`config.mk`:
```
export PLATFORM = sky130hd
export DESIGN_NAME = ddr2_traffic_gen
export DESIGN_NICKNAME = d
export VERILOG_FILES = /design/src/rtl/ddr2_traffic_gen.sv
export SDC_FILE = /design/constraint.sdc
export NUM_CORES = 2
export LEC_CHECK = 0
export ABC_CLOCK_PERIOD_IN_PS = 14450
export CAP_MARGIN = 25
export CORE_MARGIN = 8
export CORE_UTILIZATION = 40
export DETAILED_ROUTE_END_ITERATION = 8
export SYNTH_ARGS = -nofsm -noshare
export SYNTH_HDL_FRONTEND = slang
export SYNTH_SLANG_ARGS = --single-unit
```
`constraint.sdc`:
```
create_clock -name CLK -period 14.45 [get_ports CLK]
set_clock_uncertainty 0.15 [all_clocks]
set_input_delay 1.445 -clock CLK [delete_from_list [all_inputs] [get_ports CLK]]
set_output_delay 1.445 -clock CLK [all_outputs]
set_load 0.01 [all_outputs]
```
`src/rtl/ddr2_traffic_gen.sv`:
```
// Pattern-driven command generator for a DDR2 controller front end.
// Replays entries from a writable pattern memory, with optional wait cycles, write bursts and looping.
module ddr2_traffic_gen #(
    parameter  int DATA_W     = 16,
    parameter  int ADDR_W     = 25,
    parameter  int DEPTH      = 64,
    parameter  int CNT_W      = 8,
    parameter  int FIFO_LIMIT = 63,
    localparam int PAW        = $clog2(DEPTH),
    localparam int ENTRY_W    = CNT_W + 3 + 2 + 3 + ADDR_W + DATA_W + 1
) (
    input  logic               CLK,
    input  logic               RESET,
    input  logic               START,
    input  logic               STOP,
    input  logic               LOOP,
    input  logic [PAW-1:0]     LAST,
    input  logic               PAT_WE,
    input  logic [PAW-1:0]     PAT_WADDR,
    input  logic [ENTRY_W-1:0] PAT_WDATA,
    input  logic               READY,
    input  logic               NOTFULL,
    input  logic [6:0]         FILLCOUNT,
    output logic [2:0]         CMD,
    output logic [1:0]         SZ,
    output logic [2:0]         OP,
    output logic [ADDR_W-1:0]  ADDR,
    output logic [DATA_W-1:0]  DIN,
    output logic               FETCHING,
    output logic               BUSY,
    output logic               DONE,
    output logic               ERR,
    output logic [PAW-1:0]     IDX,
    output logic [15:0]        ISSUED
);

    localparam int L_DATA = 1;
    localparam int L_ADDR = L_DATA + DATA_W;
    localparam int L_OP   = L_ADDR + ADDR_W;
    localparam int L_SZ   = L_OP + 3;
    localparam int L_CMD  = L_SZ + 2;
    localparam int L_WAIT = L_CMD + 3;
    localparam logic [6:0] FILL_MAX = 7'(FIFO_LIMIT);

    typedef enum logic [2:0] {
        S_IDLE, S_WAIT_RDY, S_WAIT, S_ISSUE, S_BURST, S_DONE
    } state_t;

    state_t              r_state, w_state_nxt;
    logic [PAW-1:0]      r_idx, w_idx_nxt;
    logic [CNT_W-1:0]    r_cnt, w_cnt_nxt;
    logic [5:0]          r_bcnt, w_bcnt_nxt;
    logic                r_err, w_err_nxt;
    logic [15:0]         r_issued, w_issued_nxt;
    logic [ENTRY_W-1:0]  r_mem [DEPTH];

    logic [ENTRY_W-1:0]  w_cur;
    logic [2:0]          w_cur_cmd;
    logic [1:0]          w_cur_sz;
    logic [5:0]          w_burst_len;
    logic [CNT_W-1:0]    w_adv_wait;
    logic                w_fill_ok, w_cmd_ok, w_adv, w_eoe;

    // NOTE: pattern memory is deliberately left out of reset; it is plain storage and keeps its contents.
    always_ff @(posedge CLK) begin
        if (PAT_WE) r_mem[PAT_WADDR] <= PAT_WDATA;
    end

    assign w_cur       = r_mem[r_idx];
    assign w_cur_cmd   = w_cur[L_CMD +: 3];
    assign w_cur_sz    = w_cur[L_SZ +: 2];
    assign w_burst_len = {1'b0, w_cur_sz, 3'b000} + 6'd8;
    assign w_fill_ok   = (FILLCOUNT <= FILL_MAX);

    always_comb begin
        w_cmd_ok = NOTFULL && w_fill_ok;
        case (w_cur_cmd)
            3'd0, 3'd7: w_cmd_ok = 1'b1;
            3'd1, 3'd3: w_cmd_ok = NOTFULL;
            default:    w_cmd_ok = NOTFULL && w_fill_ok;
        endcase
    end

    // NOTE: every combinational output gets a default before the case so no latch can be inferred.
    always_comb begin
        w_state_nxt  = r_state;
        w_idx_nxt    = r_idx;
        w_cnt_nxt    = r_cnt;
        w_bcnt_nxt   = r_bcnt;
        w_err_nxt    = r_err;
        w_issued_nxt = r_issued;
        w_adv        = 1'b0;
        w_eoe        = 1'b0;
        w_adv_wait   = '0;
        CMD          = '0;
        SZ           = '0;
        OP           = '0;
        ADDR         = '0;
        DIN          = '0;
        FETCHING     = 1'b0;

        case (r_state)
            S_IDLE, S_DONE: begin
                FETCHING = (r_state == S_DONE);
                if (START) begin
                    w_idx_nxt    = '0;
                    w_err_nxt    = 1'b0;
                    w_issued_nxt = '0;
                    if (READY) w_adv = 1'b1;
                    else       w_state_nxt = S_WAIT_RDY;
                end
            end
            S_WAIT_RDY: if (READY) w_adv = 1'b1;
            S_WAIT: begin
                if (r_cnt == CNT_W'(1)) w_state_nxt = S_ISSUE;
                else                    w_cnt_nxt   = r_cnt - CNT_W'(1);
            end
            S_ISSUE: begin
                CMD      = w_cur_cmd;
                SZ       = w_cur_sz;
                OP       = w_cur[L_OP +: 3];
                ADDR     = w_cur[L_ADDR +: ADDR_W];
                DIN      = w_cur[L_DATA +: DATA_W];
                FETCHING = w_cur[0];
                if (w_cmd_ok) begin
                    w_issued_nxt = r_issued + 16'd1;
                    if (w_cur_cmd == 3'd4) begin
                        w_bcnt_nxt = w_burst_len;
                        // A burst whose first word would sit beyond LAST is an overrun at once.
                        if (r_idx == LAST) begin
                            w_err_nxt   = 1'b1;
                            w_state_nxt = S_DONE;
                        end else begin
                            w_idx_nxt   = r_idx + PAW'(1);
                            w_state_nxt = S_BURST;
                        end
                    end else begin
                        w_eoe = 1'b1;
                    end
                end
            end
            S_BURST: begin
                DIN      = w_cur[L_DATA +: DATA_W];
                FETCHING = w_cur[0];
                if (w_fill_ok) begin
                    w_bcnt_nxt = r_bcnt - 6'd1;
                    if (r_bcnt == 6'd1) begin
                        w_eoe = 1'b1;
                    end else if (r_idx == LAST) begin
                        w_err_nxt   = 1'b1;
                        w_state_nxt = S_DONE;
                    end else begin
                        w_idx_nxt = r_idx + PAW'(1);
                    end
                end
            end
            default: w_state_nxt = S_IDLE;
        endcase

        if (w_eoe) begin
            if (r_idx != LAST) begin
                w_idx_nxt = r_idx + PAW'(1);
                w_adv     = 1'b1;
            end else if (LOOP) begin
                w_idx_nxt = '0;
                w_adv     = 1'b1;
            end else begin
                w_state_nxt = S_DONE;
            end
        end

        // Advancing looks ahead at the entry being moved to so back-to-back issue needs no bubble.
        if (w_adv) begin
            w_adv_wait = r_mem[w_idx_nxt][L_WAIT +: CNT_W];
            w_cnt_nxt  = w_adv_wait;
            w_state_nxt = (w_adv_wait == '0) ? S_ISSUE : S_WAIT;
        end

        if (STOP) begin
            w_state_nxt  = S_IDLE;
            w_idx_nxt    = r_idx;
            w_cnt_nxt    = r_cnt;
            w_bcnt_nxt   = r_bcnt;
            w_err_nxt    = r_err;
            w_issued_nxt = r_issued;
        end
    end

    // NOTE: state registers use non-blocking assignments so every register samples pre-edge values.
    always_ff @(posedge CLK) begin
        if (!RESET) begin
            r_state  <= S_IDLE;
            r_idx    <= '0;
            r_cnt    <= '0;
            r_bcnt   <= '0;
            r_err    <= 1'b0;
            r_issued <= '0;
        end else begin
            r_state  <= w_state_nxt;
            r_idx    <= w_idx_nxt;
            r_cnt    <= w_cnt_nxt;
            r_bcnt   <= w_bcnt_nxt;
            r_err    <= w_err_nxt;
            r_issued <= w_issued_nxt;
        end
    end

    assign BUSY   = (r_state == S_WAIT_RDY) || (r_state == S_WAIT) ||
                    (r_state == S_ISSUE) || (r_state == S_BURST);
    assign DONE   = (r_state == S_DONE);
    assign ERR    = r_err;
    assign IDX    = r_idx;
    assign ISSUED = r_issued;

endmodule

```
After elaboration in Yosys (flattened, before gate mapping):

Memories as Yosys holds them, arrays and structs flattened. A register that Yosys moved wholly into a read port is not among the register bits.
Cells that the tools add are included.

* add/sub/neg operators: 5
* $lt $le $gt $ge: 1
* eq/ne operators: 19
* muxes and demuxes: 64
* bitwise operators: 2
* reduce and logical (&&, ||, !) cells: 20

Operators by type and width (number)
* two-way mux 6 bit: 14
* two-way mux 16 bit: 3
* two-way mux 3 bit: 14
* case mux 16 bit (2 select lines): 1
* two-way mux 25 bit: 1
* two-way mux 8 bit: 3
* two-way mux 1 bit: 19
* case mux 6 bit (3 select lines): 1
* adder 16 x 1 -> 16 bit, second input constant: 1
* case mux 3 bit (5 select lines): 1
* equality test 3 bit, second input constant: 4
* inequality test 2 bit, second input constant: 6
* case mux 6 bit (2 select lines): 1
* OR reduction 2 bit: 5
* equality test 3 x 2 -> 1 bit, second input constant: 3
* equality test 8 x 1 -> 1 bit, second input constant: 1
* zero test 8 bit: 1
* case mux 1 bit (2 select lines): 4
* subtractor 8 x 1 -> 8 bit, second input constant: 1
* less-or-equal comparator 7 x 6 -> 1 bit, second input constant: 1
* AND reduction 7 bit: 1
* adder 5 x 4 -> 6 bit, second input constant: 1
* adder 6 x 1 -> 6 bit, second input constant: 1
* equality test 3 x 1 -> 1 bit, second input constant: 2
* other kinds (15): 21

* flip-flop bits (word level): 40
* memory bits (writable): 3712
* input bits: 85
* output and inout bits: 75
* word-level logic and storage cells: 118
* memories: 1

Memory list
* r_mem: words 64, width 58, read ports 2, clocked after memory_dff 1, write ports 1, RTL line 55 `logic [ENTRY_W-1:0] r_mem [DEPTH];`

Depth between registers and ports, before layout:

An unclocked memory read counts as a cell.

* word-level depth: 12
* mapped depth: 24
* gate-level depth less buffers: 18

Worst setup path before layout:

OpenSTA, ideal clock, no wires.

* kind: input -> register
* start point: input PAT_WADDR[5]
* end point: memory r_mem[48][0] in the netlist's numbering, enable pin
* library setup time: 0.545 ns
* data arrival time: 6.065 ns
* required time: 13.755 ns
* path slack: 7.690 ns
* cell stages on the path: 4
* buffers on the path: 1
* cells stage by stage: clkbuf_1 -> nand3_1 -> or3_1 -> nor3_1

RTL lines
* from (decl): RTL line 19 `input logic [PAW-1:0] PAT_WADDR,`
* to (decl): RTL line 55

No word-level cell before the write port.

==> impl_metrics.env <==
export IMPL_layout_nets=7070
export IMPL_synthDistinctLibCells=91
export IMPL_clk_latency_ns=0.95
export IMPL_grt_max_degree=136
export IMPL_grt_pass1_wl_mm=561
export IMPL_post_synth_top_count_cell="edfxtp_1"
export IMPL_synthTopCellsByArea="edfxtp_1, mux4_2, mux2i_1"
export IMPL_ys_top_cells_by_count="edfxtp_1, mux4_2, nand2_1"
export IMPL_drive_gt1_frac=0.266
export IMPL_std_cell_rows=221
export IMPL_crit_required_ns=12.86
export IMPL_critPathTopFamily="buffers and inverters"
export IMPL_powerDensity_nw_per_um2=137
export IMPL_finalSetupViolCount=0
export IMPL_ys_seq_area_frac=0.776
export IMPL_swShare=0.202
export IMPL_first_pass_iters=6
export IMPL_drc=0
export IMPL_crit_type="flip-flop to primary output"
export IMPL_h_tree_depth=5
export IMPL_yosysTopAreaCellShare=0.769
export IMPL_grt_overflow=0
export IMPL_clock_sinks=3758
export IMPL_antenna_found_initial=42
export IMPL_grt_pass1_vias=71900
export IMPL_cts_hold_buf=0
export IMPL_yosysWarnings=0
export IMPL_p_int_uw=18200
export IMPL_fmax_mhz=101
export IMPL_dpl_instance_area_um2=153000
export IMPL_rsz0062_at_grt="false"
export IMPL_tns_ns=0
export IMPL_synth_seq_cells=3758
export IMPL_status="finished clean"
export IMPL_switchingPower_uw=4600
export IMPL_whs_ns=0.339
export IMPL_synth_fp_nets=6645
export IMPL_io_buffers=153
export IMPL_yosys_area_share_xor_xnor=0.00163
export IMPL_avgViaCountPerCell=5.97
export IMPL_drt_iter0_drc=10000
export IMPL_cpPeakStageDelay_ns=0.81
export IMPL_cts_tree="built"
export IMPL_critPathLaunchType="flip-flop"
export IMPL_maxCapViolCount=0
export IMPL_netlist_area_um2=145000
export IMPL_core_area_um2=361000
export IMPL_netlist_instances=6553
export IMPL_synth_compound_area_share=0.0215
export IMPL_hold_path_class="flip-flop to flip-flop"
export IMPL_synthFlopType="edfxtp_1"
export IMPL_hpwl_mm=211
export IMPL_cp_end_kind="primary output"
export IMPL_fillers=29600
export IMPL_synthArstFlopShare=0
export IMPL_worst_pin_slew_ns=1.17
export IMPL_crit_buf_inv=6
export IMPL_synth_area_leader_cell="edfxtp_1"
export IMPL_avgRoutedWirePerCell_um=33.4
export IMPL_post_cts_buffers=0
export IMPL_initial_core_util=0.401
export IMPL_peakVddDrop_uv=109
export IMPL_crit_fanout=99
export IMPL_root_buffer="clkbuf_16"
export IMPL_syn_area_per_cell_um2=22.1
export IMPL_seqPwrFrac=0.531
export IMPL_crit_arrival_ns=8.28
export IMPL_hold_viol_final=0
export IMPL_numCtsBuffers=388
export IMPL_muxShareOfSynthArea=0.163
export IMPL_fin_crit_ns=9.87
export IMPL_final_area_um2=166000
export IMPL_num_io_pins=160
export IMPL_p_clk_frac=0.441
export IMPL_final_antenna_net_count=0
export IMPL_finalWirelength_mm=404
export IMPL_worst_path_max_delay_cell="dfxtp_4"
export IMPL_cp_cell_sequence="buf_12 > buf_4 > buf_12 > buf_4 > buf_4 > mux4_2 > mux4_2 > nor2b_1 > a211oi_1 > a211oi_1 > clkdlybuf4s50_1"
export IMPL_die_w_um=618
export IMPL_via_count=72300
export IMPL_synth_adder_area_share=0.000604
export IMPL_track_usage=0.206
export IMPL_p_comb_frac=0.028
export IMPL_die_area_um2=382000
export IMPL_slew_violations=0
export IMPL_place_congestion=0.790
export IMPL_path_clk_slew_ns=0.06
export IMPL_cts_resized=0
export IMPL_clockBufferDepth=4
export IMPL_maxSlewHeadroom=0.221
export IMPL_synth_edf_count=3712
export IMPL_area_growth_pct=14.8
export IMPL_die_h_um=618
export IMPL_synth_simple_area_share=0.0260
export IMPL_path_common_cell="buf_4"
export IMPL_p_leak_uw=0.0502
export IMPL_synth_top_family_by_area="multiplexers"
export IMPL_timing_final_crit_share=0.683
export IMPL_power_uw=22800
registers in the layout (all words and copies together), names as in the netlist, named ones only:
name and count:
IDX 6, r_bcnt 6, r_cnt 8, r_state 3, ISSUED 16, r_mem 3712
ERR 1
final cells by class:
cell class	count	area, um2	share of cell area
tap	4794	6000	0.0361
clock buffer	472	10200	0.0612
sequential	3758	112000	0.676
multi-input combinational	2418	31400	0.189
inverter	16	67.6	0.000406
clock inverter	236	2530	0.0152
antenna	12	30.0	0.000181
timing repair buffer	396	3680	0.0221
worst min-delay path, cell delays in order (launching register included):
cell and delay (ns):
dfxtp_1 0.31, o21ai_0 0.07, a21oi_1 0.06
through the flow:
step / instances / utilization / setup slack [ns]
after detailed placement: 11400 / 0.423 / 5.32
after global routing: 12100 / 0.460 / 3.94
after CTS: 12100 / 0.458 / 4.30
after global placement: 11300 / 0.423 / 5.33
final: 12100 / 0.460 / 4.58
after floorplan: 6553 / - / 7.69
layer usage:
metal | vias to the layer above | share of wire | global-route usage
li1 | 28700 | - | -
met1 | 39300 | 0.41 | 0.296
met2 | 3651 | 0.47 | 0.325
met3 | 691 | 0.089 | 0.0383
met4 | 20 | 0.028 | 0.0562
met5 | - | 0.00033 | 0
final timing paths:
check	start	endpoint	slack, ns	depth (start not counted)
max	flip-flop	ADDR[15]	4.58	11
min	r_bcnt[4]	r_bcnt[4]	0.34	2
min reg2reg	r_bcnt[4]	r_bcnt[4]	0.34	2
max reg2reg	flip-flop	r_cnt[1]	5.77	18
power groups by stage:
stage	registers (uW)	clock network, uW	logic [uW]
after detailed placement	12300	0	622
final	12100	10000	636
after global placement	12300	0	602
after global routing	12100	10600	681
after CTS	12100	10200	623
after floorplan	12300	0	344
logic make-up after synthesis:
kind of cell	count (synthesis)
AOI/OAI and AO/OA	431
xor gates and xnor gates	27
adders and majority gates	7
buffers and inverters	377
DFF	3758
muxes	1135
and+or+nand+nor	818
cell usage in the layout (no fill, tap or decap), types with 17 or more instances in the layout:
master | Yosys | layout
nor2b_1 | 31 | 31
a31oi_1 | 22 | 22
nand4_1 | 27 | 27
clkinv_2 | 0 | 65
a21oi_1 | 96 | 96
buf_12 | 0 | 32
nor2_4 | 1 | 65
a22oi_1 | 43 | 43
nor2_1 | 153 | 89
clkbuf_16 | 0 | 395
and2_1 | 42 | 41
nor3_1 | 23 | 20
a311oi_1 | 26 | 26
edfxtp_1 | 3712 | 3712
xor2_1 | 22 | 22
mux2i_1 | 143 | 143
buf_4 | 6 | 199
a221oi_1 | 26 | 26
clkdlybuf4s50_1 | 0 | 99
clkbuf_1 | 199 | 77
and3_1 | 30 | 30
dfxtp_1 | 46 | 40
o21ai_0 | 29 | 29
a211oi_1 | 63 | 63
a32oi_1 | 22 | 22
o211ai_1 | 17 | 17
mux4_2 | 984 | 984
nand3_1 | 91 | 91
nand2_1 | 367 | 366
clkinv_1 | 1 | 85
buf_2 | 57 | 56
bufinv_16 | 0 | 47
(Power assumes the default switching activity.)
